===== src/rtl/charram_dram_ctrl_if.sv =====
// Requester and DRAM-side bus of the character-RAM DRAM controller.
// Signal names are seen from the controller: i_* enter it, o_* leave it.
`timescale 1ns/1ps
interface charram_dram_ctrl_if;
    // Video fetch port
    logic        i_VID_REQ;
    logic [13:0] i_VID_ADDR;
    logic [3:0]  o_VID_DATA;
    logic        o_VID_VALID;
    // CPU port
    logic        i_CPU_REQ;
    logic        i_CPU_WR;
    logic [13:0] i_CPU_ADDR;
    logic [3:0]  i_CPU_DIN;
    logic [3:0]  o_CPU_DOUT;
    logic        o_CPU_ACK;
    // DRAM pins
    logic [7:0]  o_DRAM_ADDR;
    logic [3:0]  o_DRAM_DIN;
    logic [3:0]  i_DRAM_DOUT;
    logic        o_RAS_n;
    logic        o_CAS_n;
    logic        o_WR_n;
    logic        o_RD_n;

    // Controller side
    modport slave (
        input  i_VID_REQ, i_VID_ADDR, i_CPU_REQ, i_CPU_WR, i_CPU_ADDR, i_CPU_DIN, i_DRAM_DOUT,
        output o_VID_DATA, o_VID_VALID, o_CPU_DOUT, o_CPU_ACK,
               o_DRAM_ADDR, o_DRAM_DIN, o_RAS_n, o_CAS_n, o_WR_n, o_RD_n
    );

    // Requester / DRAM-model side
    modport master (
        output i_VID_REQ, i_VID_ADDR, i_CPU_REQ, i_CPU_WR, i_CPU_ADDR, i_CPU_DIN, i_DRAM_DOUT,
        input  o_VID_DATA, o_VID_VALID, o_CPU_DOUT, o_CPU_ACK,
               o_DRAM_ADDR, o_DRAM_DIN, o_RAS_n, o_CAS_n, o_WR_n, o_RD_n
    );
endinterface


===== src/rtl/charram_dram_ctrl.sv =====
// Character-RAM DRAM controller: arbitrates video fetches, RAS-only refresh
// and CPU accesses onto a multiplexed-address nibble-wide DRAM. All DRAM
// strobes and requester outputs are registered; the FSM advances on i_CEN ticks.
`timescale 1ns/1ps
module charram_dram_ctrl #(
    parameter int unsigned REFRESH_INTERVAL = 64
) (
    input  logic                 i_MCLK,
    input  logic                 i_RST_n,
    input  logic                 i_CEN,
    charram_dram_ctrl_if.slave   bus
);

    typedef enum logic [2:0] {
        S_IDLE,
        S_ROW,
        S_COL,
        S_XFER,
        S_LATCH,
        S_PRE,
        S_RFSH
    } state_t;

    localparam logic [7:0] RFSH_LAST = 8'(REFRESH_INTERVAL - 1);

    state_t      state_q;
    logic [13:0] addr_q;       // address latched at grant
    logic        wr_q;         // direction latched at grant
    logic [3:0]  din_q;        // write nibble latched at grant
    logic        src_vid_q;    // access belongs to the video port
    logic        is_rfsh_q;    // current cycle is a refresh
    logic [7:0]  rfsh_cnt_q;
    logic [7:0]  rfsh_row_q;
    logic        rfsh_pend_q;

    logic        ras_n_q, cas_n_q, wr_n_q, rd_n_q;
    logic [7:0]  dram_addr_q;
    logic [3:0]  dram_din_q;
    logic [3:0]  vid_data_q, cpu_dout_q;
    logic        vid_valid_q, cpu_ack_q;

    // Arbitration, DRAM sequencing, refresh timing and registered outputs
    always_ff @(posedge i_MCLK or negedge i_RST_n) begin
        if (!i_RST_n) begin
            state_q     <= S_IDLE;
            addr_q      <= '0;
            wr_q        <= 1'b0;
            din_q       <= '0;
            src_vid_q   <= 1'b0;
            is_rfsh_q   <= 1'b0;
            rfsh_cnt_q  <= '0;
            rfsh_row_q  <= '0;
            rfsh_pend_q <= 1'b0;
            ras_n_q     <= 1'b1;
            cas_n_q     <= 1'b1;
            wr_n_q      <= 1'b1;
            rd_n_q      <= 1'b1;
            dram_addr_q <= '0;
            dram_din_q  <= '0;
            vid_data_q  <= '0;
            cpu_dout_q  <= '0;
            vid_valid_q <= 1'b0;
            cpu_ack_q   <= 1'b0;
        end else begin
            // Completion pulses last a single MCLK, tick or not.
            vid_valid_q <= 1'b0;
            cpu_ack_q   <= 1'b0;
            if (i_CEN) begin
                case (state_q)
                    S_IDLE: begin
                        rfsh_cnt_q <= (rfsh_cnt_q == RFSH_LAST) ? 8'd0 : rfsh_cnt_q + 8'd1;
                        if (bus.i_VID_REQ) begin
                            state_q     <= S_ROW;
                            addr_q      <= bus.i_VID_ADDR;
                            wr_q        <= 1'b0;
                            src_vid_q   <= 1'b1;
                            is_rfsh_q   <= 1'b0;
                            ras_n_q     <= 1'b0;
                            dram_addr_q <= bus.i_VID_ADDR[7:0];
                        end else if (rfsh_pend_q) begin
                            state_q     <= S_ROW;
                            is_rfsh_q   <= 1'b1;
                            src_vid_q   <= 1'b0;
                            rfsh_pend_q <= 1'b0;
                            ras_n_q     <= 1'b0;
                            dram_addr_q <= rfsh_row_q;
                        end else if (bus.i_CPU_REQ) begin
                            state_q     <= S_ROW;
                            addr_q      <= bus.i_CPU_ADDR;
                            wr_q        <= bus.i_CPU_WR;
                            din_q       <= bus.i_CPU_DIN;
                            src_vid_q   <= 1'b0;
                            is_rfsh_q   <= 1'b0;
                            ras_n_q     <= 1'b0;
                            dram_addr_q <= bus.i_CPU_ADDR[7:0];
                        end
                        // NOTE: the last non-blocking assignment wins, so a counter
                        // wrap on a refresh-grant tick re-arms the request instead
                        // of losing it.
                        if (rfsh_cnt_q == RFSH_LAST) begin
                            rfsh_pend_q <= 1'b1;
                        end
                    end
                    S_ROW: begin
                        if (is_rfsh_q) begin
                            state_q <= S_RFSH;
                        end else begin
                            state_q     <= S_COL;
                            cas_n_q     <= 1'b0;
                            dram_addr_q <= {1'b0, addr_q[13:8], 1'b0};
                        end
                    end
                    S_COL: begin
                        state_q <= S_XFER;
                        if (wr_q) begin
                            wr_n_q     <= 1'b0;
                            dram_din_q <= din_q;
                        end else begin
                            rd_n_q <= 1'b0;
                        end
                    end
                    S_XFER: begin
                        state_q <= S_LATCH;
                    end
                    S_LATCH: begin
                        state_q <= S_PRE;
                        ras_n_q <= 1'b1;
                        cas_n_q <= 1'b1;
                        wr_n_q  <= 1'b1;
                        rd_n_q  <= 1'b1;
                        if (src_vid_q) begin
                            vid_data_q  <= bus.i_DRAM_DOUT;
                            vid_valid_q <= 1'b1;
                        end else begin
                            if (!wr_q) begin
                                cpu_dout_q <= bus.i_DRAM_DOUT;
                            end
                            cpu_ack_q <= 1'b1;
                        end
                    end
                    S_RFSH: begin
                        state_q    <= S_PRE;
                        ras_n_q    <= 1'b1;
                        rfsh_row_q <= rfsh_row_q + 8'd1;
                    end
                    S_PRE: begin
                        state_q <= S_IDLE;
                    end
                    default: begin
                        state_q <= S_IDLE;
                        ras_n_q <= 1'b1;
                        cas_n_q <= 1'b1;
                        wr_n_q  <= 1'b1;
                        rd_n_q  <= 1'b1;
                    end
                endcase
            end
        end
    end

    assign bus.o_RAS_n     = ras_n_q;
    assign bus.o_CAS_n     = cas_n_q;
    assign bus.o_WR_n      = wr_n_q;
    assign bus.o_RD_n      = rd_n_q;
    assign bus.o_DRAM_ADDR = dram_addr_q;
    assign bus.o_DRAM_DIN  = dram_din_q;
    assign bus.o_VID_DATA  = vid_data_q;
    assign bus.o_VID_VALID = vid_valid_q;
    assign bus.o_CPU_DOUT  = cpu_dout_q;
    assign bus.o_CPU_ACK   = cpu_ack_q;

endmodule


===== src/flat_wrapper.sv =====
// flat-port wrapper written by rule: the top's interface ports become plain ports
module charram_dram_ctrl_flat 
#(
    parameter int unsigned REFRESH_INTERVAL = 64
)
  (i_MCLK, i_RST_n, i_CEN, bus_i_VID_REQ, bus_i_VID_ADDR, bus_i_CPU_REQ, bus_i_CPU_WR, bus_i_CPU_ADDR, bus_i_CPU_DIN, bus_i_DRAM_DOUT, bus_o_VID_DATA, bus_o_VID_VALID, bus_o_CPU_DOUT, bus_o_CPU_ACK, bus_o_DRAM_ADDR, bus_o_DRAM_DIN, bus_o_RAS_n, bus_o_CAS_n, bus_o_WR_n, bus_o_RD_n);
  charram_dram_ctrl_if bus_i ();
  input  logic i_MCLK;
  input  logic i_RST_n;
  input  logic i_CEN;
  input wire logic [$bits(bus_i.i_VID_REQ)-1:0] bus_i_VID_REQ;
  input wire logic [$bits(bus_i.i_VID_ADDR)-1:0] bus_i_VID_ADDR;
  input wire logic [$bits(bus_i.i_CPU_REQ)-1:0] bus_i_CPU_REQ;
  input wire logic [$bits(bus_i.i_CPU_WR)-1:0] bus_i_CPU_WR;
  input wire logic [$bits(bus_i.i_CPU_ADDR)-1:0] bus_i_CPU_ADDR;
  input wire logic [$bits(bus_i.i_CPU_DIN)-1:0] bus_i_CPU_DIN;
  input wire logic [$bits(bus_i.i_DRAM_DOUT)-1:0] bus_i_DRAM_DOUT;
  output wire logic [$bits(bus_i.o_VID_DATA)-1:0] bus_o_VID_DATA;
  output wire logic [$bits(bus_i.o_VID_VALID)-1:0] bus_o_VID_VALID;
  output wire logic [$bits(bus_i.o_CPU_DOUT)-1:0] bus_o_CPU_DOUT;
  output wire logic [$bits(bus_i.o_CPU_ACK)-1:0] bus_o_CPU_ACK;
  output wire logic [$bits(bus_i.o_DRAM_ADDR)-1:0] bus_o_DRAM_ADDR;
  output wire logic [$bits(bus_i.o_DRAM_DIN)-1:0] bus_o_DRAM_DIN;
  output wire logic [$bits(bus_i.o_RAS_n)-1:0] bus_o_RAS_n;
  output wire logic [$bits(bus_i.o_CAS_n)-1:0] bus_o_CAS_n;
  output wire logic [$bits(bus_i.o_WR_n)-1:0] bus_o_WR_n;
  output wire logic [$bits(bus_i.o_RD_n)-1:0] bus_o_RD_n;
  assign bus_i.i_VID_REQ = bus_i_VID_REQ;
  assign bus_i.i_VID_ADDR = bus_i_VID_ADDR;
  assign bus_i.i_CPU_REQ = bus_i_CPU_REQ;
  assign bus_i.i_CPU_WR = bus_i_CPU_WR;
  assign bus_i.i_CPU_ADDR = bus_i_CPU_ADDR;
  assign bus_i.i_CPU_DIN = bus_i_CPU_DIN;
  assign bus_i.i_DRAM_DOUT = bus_i_DRAM_DOUT;
  assign bus_o_VID_DATA = bus_i.o_VID_DATA;
  assign bus_o_VID_VALID = bus_i.o_VID_VALID;
  assign bus_o_CPU_DOUT = bus_i.o_CPU_DOUT;
  assign bus_o_CPU_ACK = bus_i.o_CPU_ACK;
  assign bus_o_DRAM_ADDR = bus_i.o_DRAM_ADDR;
  assign bus_o_DRAM_DIN = bus_i.o_DRAM_DIN;
  assign bus_o_RAS_n = bus_i.o_RAS_n;
  assign bus_o_CAS_n = bus_i.o_CAS_n;
  assign bus_o_WR_n = bus_i.o_WR_n;
  assign bus_o_RD_n = bus_i.o_RD_n;
  charram_dram_ctrl #(.REFRESH_INTERVAL(REFRESH_INTERVAL)) u_core (.i_MCLK(i_MCLK), .i_RST_n(i_RST_n), .i_CEN(i_CEN), .bus(bus_i));
endmodule

===== config.mk =====
export PLATFORM = sky130hd
export DESIGN_NAME = charram_dram_ctrl_flat
export DESIGN_NICKNAME = d
export VERILOG_FILES = /design/src/rtl/charram_dram_ctrl_if.sv /design/src/rtl/charram_dram_ctrl.sv /design/src/flat_wrapper.sv
export SDC_FILE = /design/constraint.sdc
export NUM_CORES = 1
export LEC_CHECK = 0
export ABC_AREA = 1
export BUFFER_PORTS_ARGS = -buffer_cell sky130_fd_sc_hd__buf_4
export CAP_MARGIN = 20
export CORE_MARGIN = 2
export CORE_UTILIZATION = 40
export CTS_CLUSTER_DIAMETER = 80
export CTS_CLUSTER_SIZE = 20
export DETAILED_ROUTE_END_ITERATION = 6
export PLACE_DENSITY_LB_ADDON = 0.25
export SETUP_SLACK_MARGIN = 0.5
export SLEW_MARGIN = 10
export SYNTH_ARGS = -nofsm -noshare
export SYNTH_HDL_FRONTEND = slang
export SYNTH_SLANG_ARGS = --single-unit

===== constraint.sdc =====
create_clock -name i_MCLK -period 1.7 [get_ports i_MCLK]
set_input_delay 0.34 -clock i_MCLK [delete_from_list [all_inputs] [get_ports i_MCLK]]
set_output_delay 0.34 -clock i_MCLK [all_outputs]
set_load 0.01 [all_outputs]

==> results of run 1 <==
sequential cells by signal, indices dropped and copies added (netlist names):
register	cells
u_core.bus.o_CPU_ACK	1
u_core.rfsh_pend_q	1
u_core.src_vid_q	1
u_core.rfsh_row_q	8
u_core.bus.o_RAS_n	1
u_core.bus.o_DRAM_ADDR	8
u_core.bus.o_WR_n	1
u_core.bus.o_CAS_n	1
u_core.bus.o_CPU_DOUT	4
u_core.bus.o_VID_DATA	4
u_core.state_q	3
u_core.wr_q	1
u_core.is_rfsh_q	1
u_core.bus.o_RD_n	1
u_core.bus.o_VID_VALID	1
u_core.din_q	4
u_core.addr_q	6
u_core.rfsh_cnt_q	8
u_core.bus.o_DRAM_DIN	4
Yosys cell counts (all sizes together):
master,count,share of area [%]
nand2,175,22
dfrtp,55,46
nand3,41,7.5
inv,36,4.6
o21ai,27,4.8
nor2,21,3.5
buf,8,2.0
nand4,5,1.0
xor2,5,1.5
dfstp,4,3.5
xnor2,4,1.2
a21oi,2,0.33
clkbuf,2,0.25
ha,2,0.83
nor3,2,0.50
clkinv,1,0.13
nor4,1,0.21
or2,1,0.21
layer usage:
| layer | track usage (%) | part of all wire, % | vias to the layer above |
|---|---|---|---|
| met3 | 5.76 | 4.8 | 5 |
| li1 | - | - | 1455 |
| met4 | 5.51 | 0.82 | 0 |
| met1 | 25.4 | 45 | 1362 |
| met2 | 32.6 | 49 | 68 |
| met5 | 0 | 0 | - |
path summary, 6_finish.rpt:
path                                                     from                              endpoint  slack (ns)  depth (start not counted)
worst max register to register  u_core.state_q[2]$_DFFE_PN0P_      u_core.rfsh_cnt_q[7]$_DFFE_PN0P_        0.32                          6
worst min-delay path                         bus_i_CPU_DIN[3]           u_core.din_q[3]$_DFFE_PN0P_        0.24                          3
worst min register to register  u_core.bus.o_RD_n$_DFFE_PN1P_         u_core.bus.o_RD_n$_DFFE_PN1P_        0.48                          2
worst max-delay path            u_core.state_q[2]$_DFFE_PN0P_      u_core.rfsh_cnt_q[7]$_DFFE_PN0P_        0.32                          6
max in group asynchronous                             i_RST_n        u_core.rfsh_pend_q$_DFFE_PN0P_        0.67                          3
min in group asynchronous                             i_RST_n  u_core.bus.o_VID_DATA[1]$_DFFE_PN0P_        0.51                          2
where the power goes:
group	switching (mW)	internal, mW
clock network	0.573	0.758
logic	1.46	1.56
registers	0.420	1.95
total	2.45	4.28
logic make-up (layout without fill, tap and decap cells):
family	count (synthesis)	in the layout	share of synthesized area (%)
adders and majority gates	2	2	0.834
buffers and inverters	47	164	6.93
and+or+nand+nor	246	246	35.1
AOI/OAI and AO/OA	29	29	5.09
DFF	59	59	49.4
xor gates and xnor gates	9	9	2.63
layout make-up:
cell class	count	area share [%]
Sequential cell	59	33.6
Multi-Input combinational cell	286	33.1
Clock inverter	5	1.39
Tap cell	99	2.80
Inverter	37	3.43
Timing Repair Buffer	111	22.2
Clock buffer	11	3.43
what timing repair did:
action,in CTS,in global routing
hold buffers,1,0
setup buffers,28,10
endpoints found under the setup margin,83,84
pin swaps,15,6
gates resized for setup,60,15
hold endpoints to repair,32,0
critical path, cell delays in order, from the launching register on:
cell                      delay, ns
sky130_fd_sc_hd__dfrtp_2       0.48
sky130_fd_sc_hd__inv_4         0.14
sky130_fd_sc_hd__nand2_4       0.09
sky130_fd_sc_hd__nor2_8        0.19
sky130_fd_sc_hd__buf_12        0.16
sky130_fd_sc_hd__nand3_2       0.06
sky130_fd_sc_hd__xor2_1        0.14
metrics by stage:
| stage | std cells | utilization, % | cell area (um2) |
|---|---|---|---|
| final | 608 | 60.9 | 4420 |
| after global placement | 553 | 50.3 | 3640 |
| after detailed placement | 553 | 50.3 | 3640 |
| after CTS | 598 | 59.3 | 4300 |
| after floorplan | 392 | - | 3040 |
| after global routing | 608 | 60.9 | 4420 |
==> impl_metrics.ini, run 1 <==
[run_status]
status = completed

[detailed_routing]
drt_pass1_iterations = 4
drt_first_iter_violations = 138
routedWlPerCell_um = 12.5
number_of_vias_in_the_routed_layout = 2890
vias_per_cell = 4.75
antenna_left = 0
detail_route.drc_violations = 0
postRouteWirelength_um = 7580

[sta]
worst-slew-pin-transition_ns = 0.484
final_layout_setup_total_negative_slack_ns = 0
hold_viol = 0
max_slew_margin_pct = 67.7
layout_min_cycle_time_ns = 1.38
grt_setup_unrepaired = yes
maximum_operating_frequency_mhz = 724
final.setup.worst_slack_ns = 0.319
final.setup_skew_ns = 0.00691
final-setup-viol-count = 0
fin_crit_sh_pct = 81.2
fin_hold_ws_ns = 0.243
finalMaxSlewViolations = 0

[pwr]
vdd_ir_drop_max_mv = 0.499
power_after_layout_mw = 6.73
p_leak_nw = 2.35
power_density_nw_per_um2 = 1520

[clock_tree]
tritoncts = built
insertion_delay_ns = 0.34
cts_root_buf = sky130_fd_sc_hd__clkbuf_8
cts.clk_slew.worst_paths_ns = 0.07
cts_inserted_buffers = 9
clkSinkCount = 59
htree_levels = 3
max-clock-path-buffers = 2

[floorplan]
start_util_pct = 41.3
boundaryPins = 68
die_h_um = 90.6
dieArea_um2 = 8210
placementRows = 31
die_width_um = 90.6
coreArea_um2 = 7250

[synth]
synth.net_count = 436
synthesis.area_um2 = 3000
yosys_warnings = 0
synth_seq_area_share_pct = 49.4
synthCells = 392
mean_cell_area_of_the_mapped_netlist_um2 = 7.65
ys_seq_elements = 59
synth_cell_type_count = 29

[cells_and_area]
layout_common_cells = sky130_fd_sc_hd__nand2_1 (163), sky130_fd_sc_hd__buf_4 (78), sky130_fd_sc_hd__dfrtp_1 (51)
final_net_count = 548
drive_above_1_share_pct = 36.0
area_growth_pct = 47.3
area.sequential_um2 = 1490
mostFrequentLayoutCell = sky130_fd_sc_hd__nand2_1
nFillCells = 638
diodes = 0
multi_input_comb_area_um2 = 1460

[worst_setup_path]
startpoint_type = flop
worst_ep_arrival_time_ns = 1.60
setup.worst_path.class = reg2reg
worstSetupEndpointType = flop
cp.required_ns = 1.92
critical_path_maximum_fanout = 8

[global_routing]
grt_start_max_net_pins = 38
globalRoute.totalOverflow = 0
grt_usage_pct = 19.8
antenna_found_initial = 0
wire_length_of_the_first_global_routing_pass_um = 13100
first_global_vias = 2865

[place]
routabilityCongestion = 0.866
place.port_buffers = 67
place_hpwl_um = 5150
detailedPlace.worstSlack_ns = 0.159

[run]
cap_violations = 0

[min_path]
hp-class = in2reg
No activity file was read; power rests on OpenSTA's default activity.
==> run 2: changes to the inputs <==
==> constraint.sdc (replaced) <==
create_clock -name i_MCLK -period 1.25 [get_ports i_MCLK]
set_input_delay 0.25 -clock i_MCLK [delete_from_list [all_inputs] [get_ports i_MCLK]]
set_output_delay 0.25 -clock i_MCLK [all_outputs]
set_load 0.01 [all_outputs]
==> run 2 against run 1 <==
  * Cell count increased by 3.6%
  * Flip-flop and latch count did not move
  * Highest routed layer unchanged
  * Clock skew rose by 0.0080 ns
  * Non-clock buffer count grew 20
  * Largest power group unchanged
  * Critical path depth rose by 1
  * The run now ends with negative hold slack, negative setup slack left
  * Sequential share of layout area down 2.2 points
  * Combinational power up 59%
  * Critical endpoint is now u_core.addr_q[10]$_DFFE_PN0P_
  * Power increased by 46%
  * First-iteration DRC count shrank 0.72%
  * Largest cell class is now multi-input combinational cells
  * Worst setup slack lost 0.46 ns
==> impl_metrics.ini, run 2 (same netlist as run 1, synthesis figures left out) <==
[global_routing]
grt_start_max_net_pins = 36
global_route.peak_usage_layer = met2
antenna_found_initial = 0
globalRoute.totalOverflow = 0
wire_length_of_the_first_global_routing_pass_um = 13900
gr-usage-met2_pct = 36.4
global_route.usage.met1_pct = 25.8
first_global_vias = 3075
grt_usage_pct = 21.4
fraction_of_met3_tracks_used_by_global_routing_pct = 6.09

[cells_and_area]
area_growth_pct = 57.3
layout_common_cells = sky130_fd_sc_hd__nand2_1 (148), sky130_fd_sc_hd__buf_4 (89), sky130_fd_sc_hd__dfrtp_1 (52)
final_net_count = 570
nFillCells = 580
number_of_cells_in_the_finished_layout_apart_from_fillers = 630
diodes = 0
drive_above_1_share_pct = 43.1
mostFrequentLayoutCell = sky130_fd_sc_hd__nand2_1

[worst_setup_path]
cell_type_of_the_slowest_stage_on_the_worst_timing_path = sky130_fd_sc_hd__dfrtp_2
critical_path_maximum_fanout = 7
crit_family = simple AND/OR/NAND/NOR gates
worst_ep_arrival_time_ns = 1.68
cpPeakStageDelay_ns = 0.46
setup.worst_path.class = reg2reg
reg2reg_to = u_core.addr_q[10]$_DFFE_PN0P_
startpoint_type = flop
cp.required_ns = 1.54
worst-r2r-cell-count = 7
register_to_register_path_setup_slack_ns = -0.14
critical_path.cell_chain = inv_6 > nand2_4 > nor2_8 > nand3_4 > inv_6 > nand2_1 > nand2_1
worstSetupEndpointType = flop
regToRegStartpoint = u_core.state_q[2]$_DFFE_PN0P_
worst-path-buf-inv = 2

[clock_tree]
max-clock-path-buffers = 2
cts.clk_slew.worst_paths_ns = 0.08
htree_levels = 3
cts_inserted_buffers = 9
cts_root_buf = sky130_fd_sc_hd__clkbuf_8
tritoncts = built
clkSinkCount = 59
insertion_delay_ns = 0.36

[place]
routabilityCongestion = 0.810
detailedPlace.worstSlack_ns = -0.166
placed_cell_count = 574
place.port_buffers = 67
place_hpwl_um = 5290

[detailed_routing]
vias_per_cell = 4.90
antenna_left = 0
postRouteWirelength_um = 8510
number_of_vias_in_the_routed_layout = 3085
drt_first_iter_violations = 137
detail_route.drc_violations = 0
drt_pass1_iterations = 4
routedWlPerCell_um = 13.5

[sta]
worst-slew-pin-transition_ns = 0.331
grt_setup_unrepaired = yes
fin_crit_sh_pct = 111
max_slew_margin_pct = 77.9
layout_min_cycle_time_ns = 1.39
final-setup-viol-count = 54
final_layout_setup_total_negative_slack_ns = -4.31
fin_hold_ws_ns = -0.212
finalMaxSlewViolations = 0
final.setup_skew_ns = 0.0149
hold_viol = 20
final.setup.worst_slack_ns = -0.141
maximum_operating_frequency_mhz = 719

[floorplan]
placementRows = 31
boundaryPins = 68
die_width_um = 90.6
dieArea_um2 = 8210
start_util_pct = 41.3
coreArea_um2 = 7250
die_h_um = 90.6

[pwr]
power_density_nw_per_um2 = 2090
p_leak_nw = 2.49
power_after_layout_mw = 9.85
vdd_ir_drop_max_mv = 0.659

[run_status]
status = finished with violations
failing_checks = negative hold slack, negative setup slack

[min_path]
hp-class = in2async

[run]
cap_violations = 0
==> run 2: layout make-up <==
class	count	area (um2)	area share, %
Clock inverter	5	52.6	1.11
Sequential cell	59	1490	31.5
Multi-Input combinational cell	288	1590	33.7
Timing Repair Buffer	131	1170	24.7
Inverter	37	159	3.37
Clock buffer	11	141	3.00
Tap cell	99	124	2.63
==> run 2: worst max-delay path by stage <==
stage,cells after the start,slack [ns],start,end
3_5_place_dp,6,-0.17,u_core.state_q[1]$_DFFE_PN0P_,u_core.wr_q$_DFFE_PN0P_
4_1_cts,6,-0.08,u_core.state_q[1]$_DFFE_PN0P_,u_core.din_q[2]$_DFFE_PN0P_
3_3_place_gp,7,-0.11,u_core.state_q[1]$_DFFE_PN0P_,u_core.rfsh_cnt_q[5]$_DFFE_PN0P_
5_1_grt,7,-0.22,u_core.state_q[0]$_DFFE_PN0P_,u_core.addr_q[12]$_DFFE_PN0P_
2_1_floorplan,8,-0.009,u_core.state_q[1]$_DFFE_PN0P_,u_core.rfsh_cnt_q[5]$_DFFE_PN0P_
6_report,7,-0.14,u_core.state_q[2]$_DFFE_PN0P_,u_core.addr_q[10]$_DFFE_PN0P_
==> run 2: where the power goes <==
group | leakage, nW | internal, mW | total, mW | switching, mW
Combinational | 1.64 | 2.51 | 4.83 | 2.32
Clock | 0.0991 | 0.964 | 1.76 | 0.792
Sequential | 0.751 | 2.66 | 3.26 | 0.603
Total | 2.49 | 6.13 | 9.85 | 3.72
==> run 2: what timing repair did <==
| action | 4_1_cts | 5_1_grt |
|---|---|---|
| endpoints found under the hold margin | 20 | 20 |
| pin swaps | 29 | 24 |
| gates resized for setup | 79 | 44 |
| setup endpoints to repair | 85 | 85 |
| gates cloned | 2 | 0 |
| setup buffers | 28 | 10 |
==> run 2: layer usage <==
layer	part of all wire, %	wire length [um]
met5	0	0
met4	1.8	157
met3	5.5	471
met2	52	4450
met1	40	3430
==> run 2: stage by stage <==
| stage | utilization (%) | area, um2 | hold WS [ns] |
|---|---|---|---|
| final | 65.1 | 4720 | -0.212 |
| after global routing | 65.1 | 4720 | -0.199 |
| after CTS | 62.1 | 4510 | -0.205 |
| after detailed placement | 52.6 | 3810 | 0.173 |
| after global placement | 52.6 | 3810 | 0.178 |
| after floorplan | - | 3050 | -0.0456 |
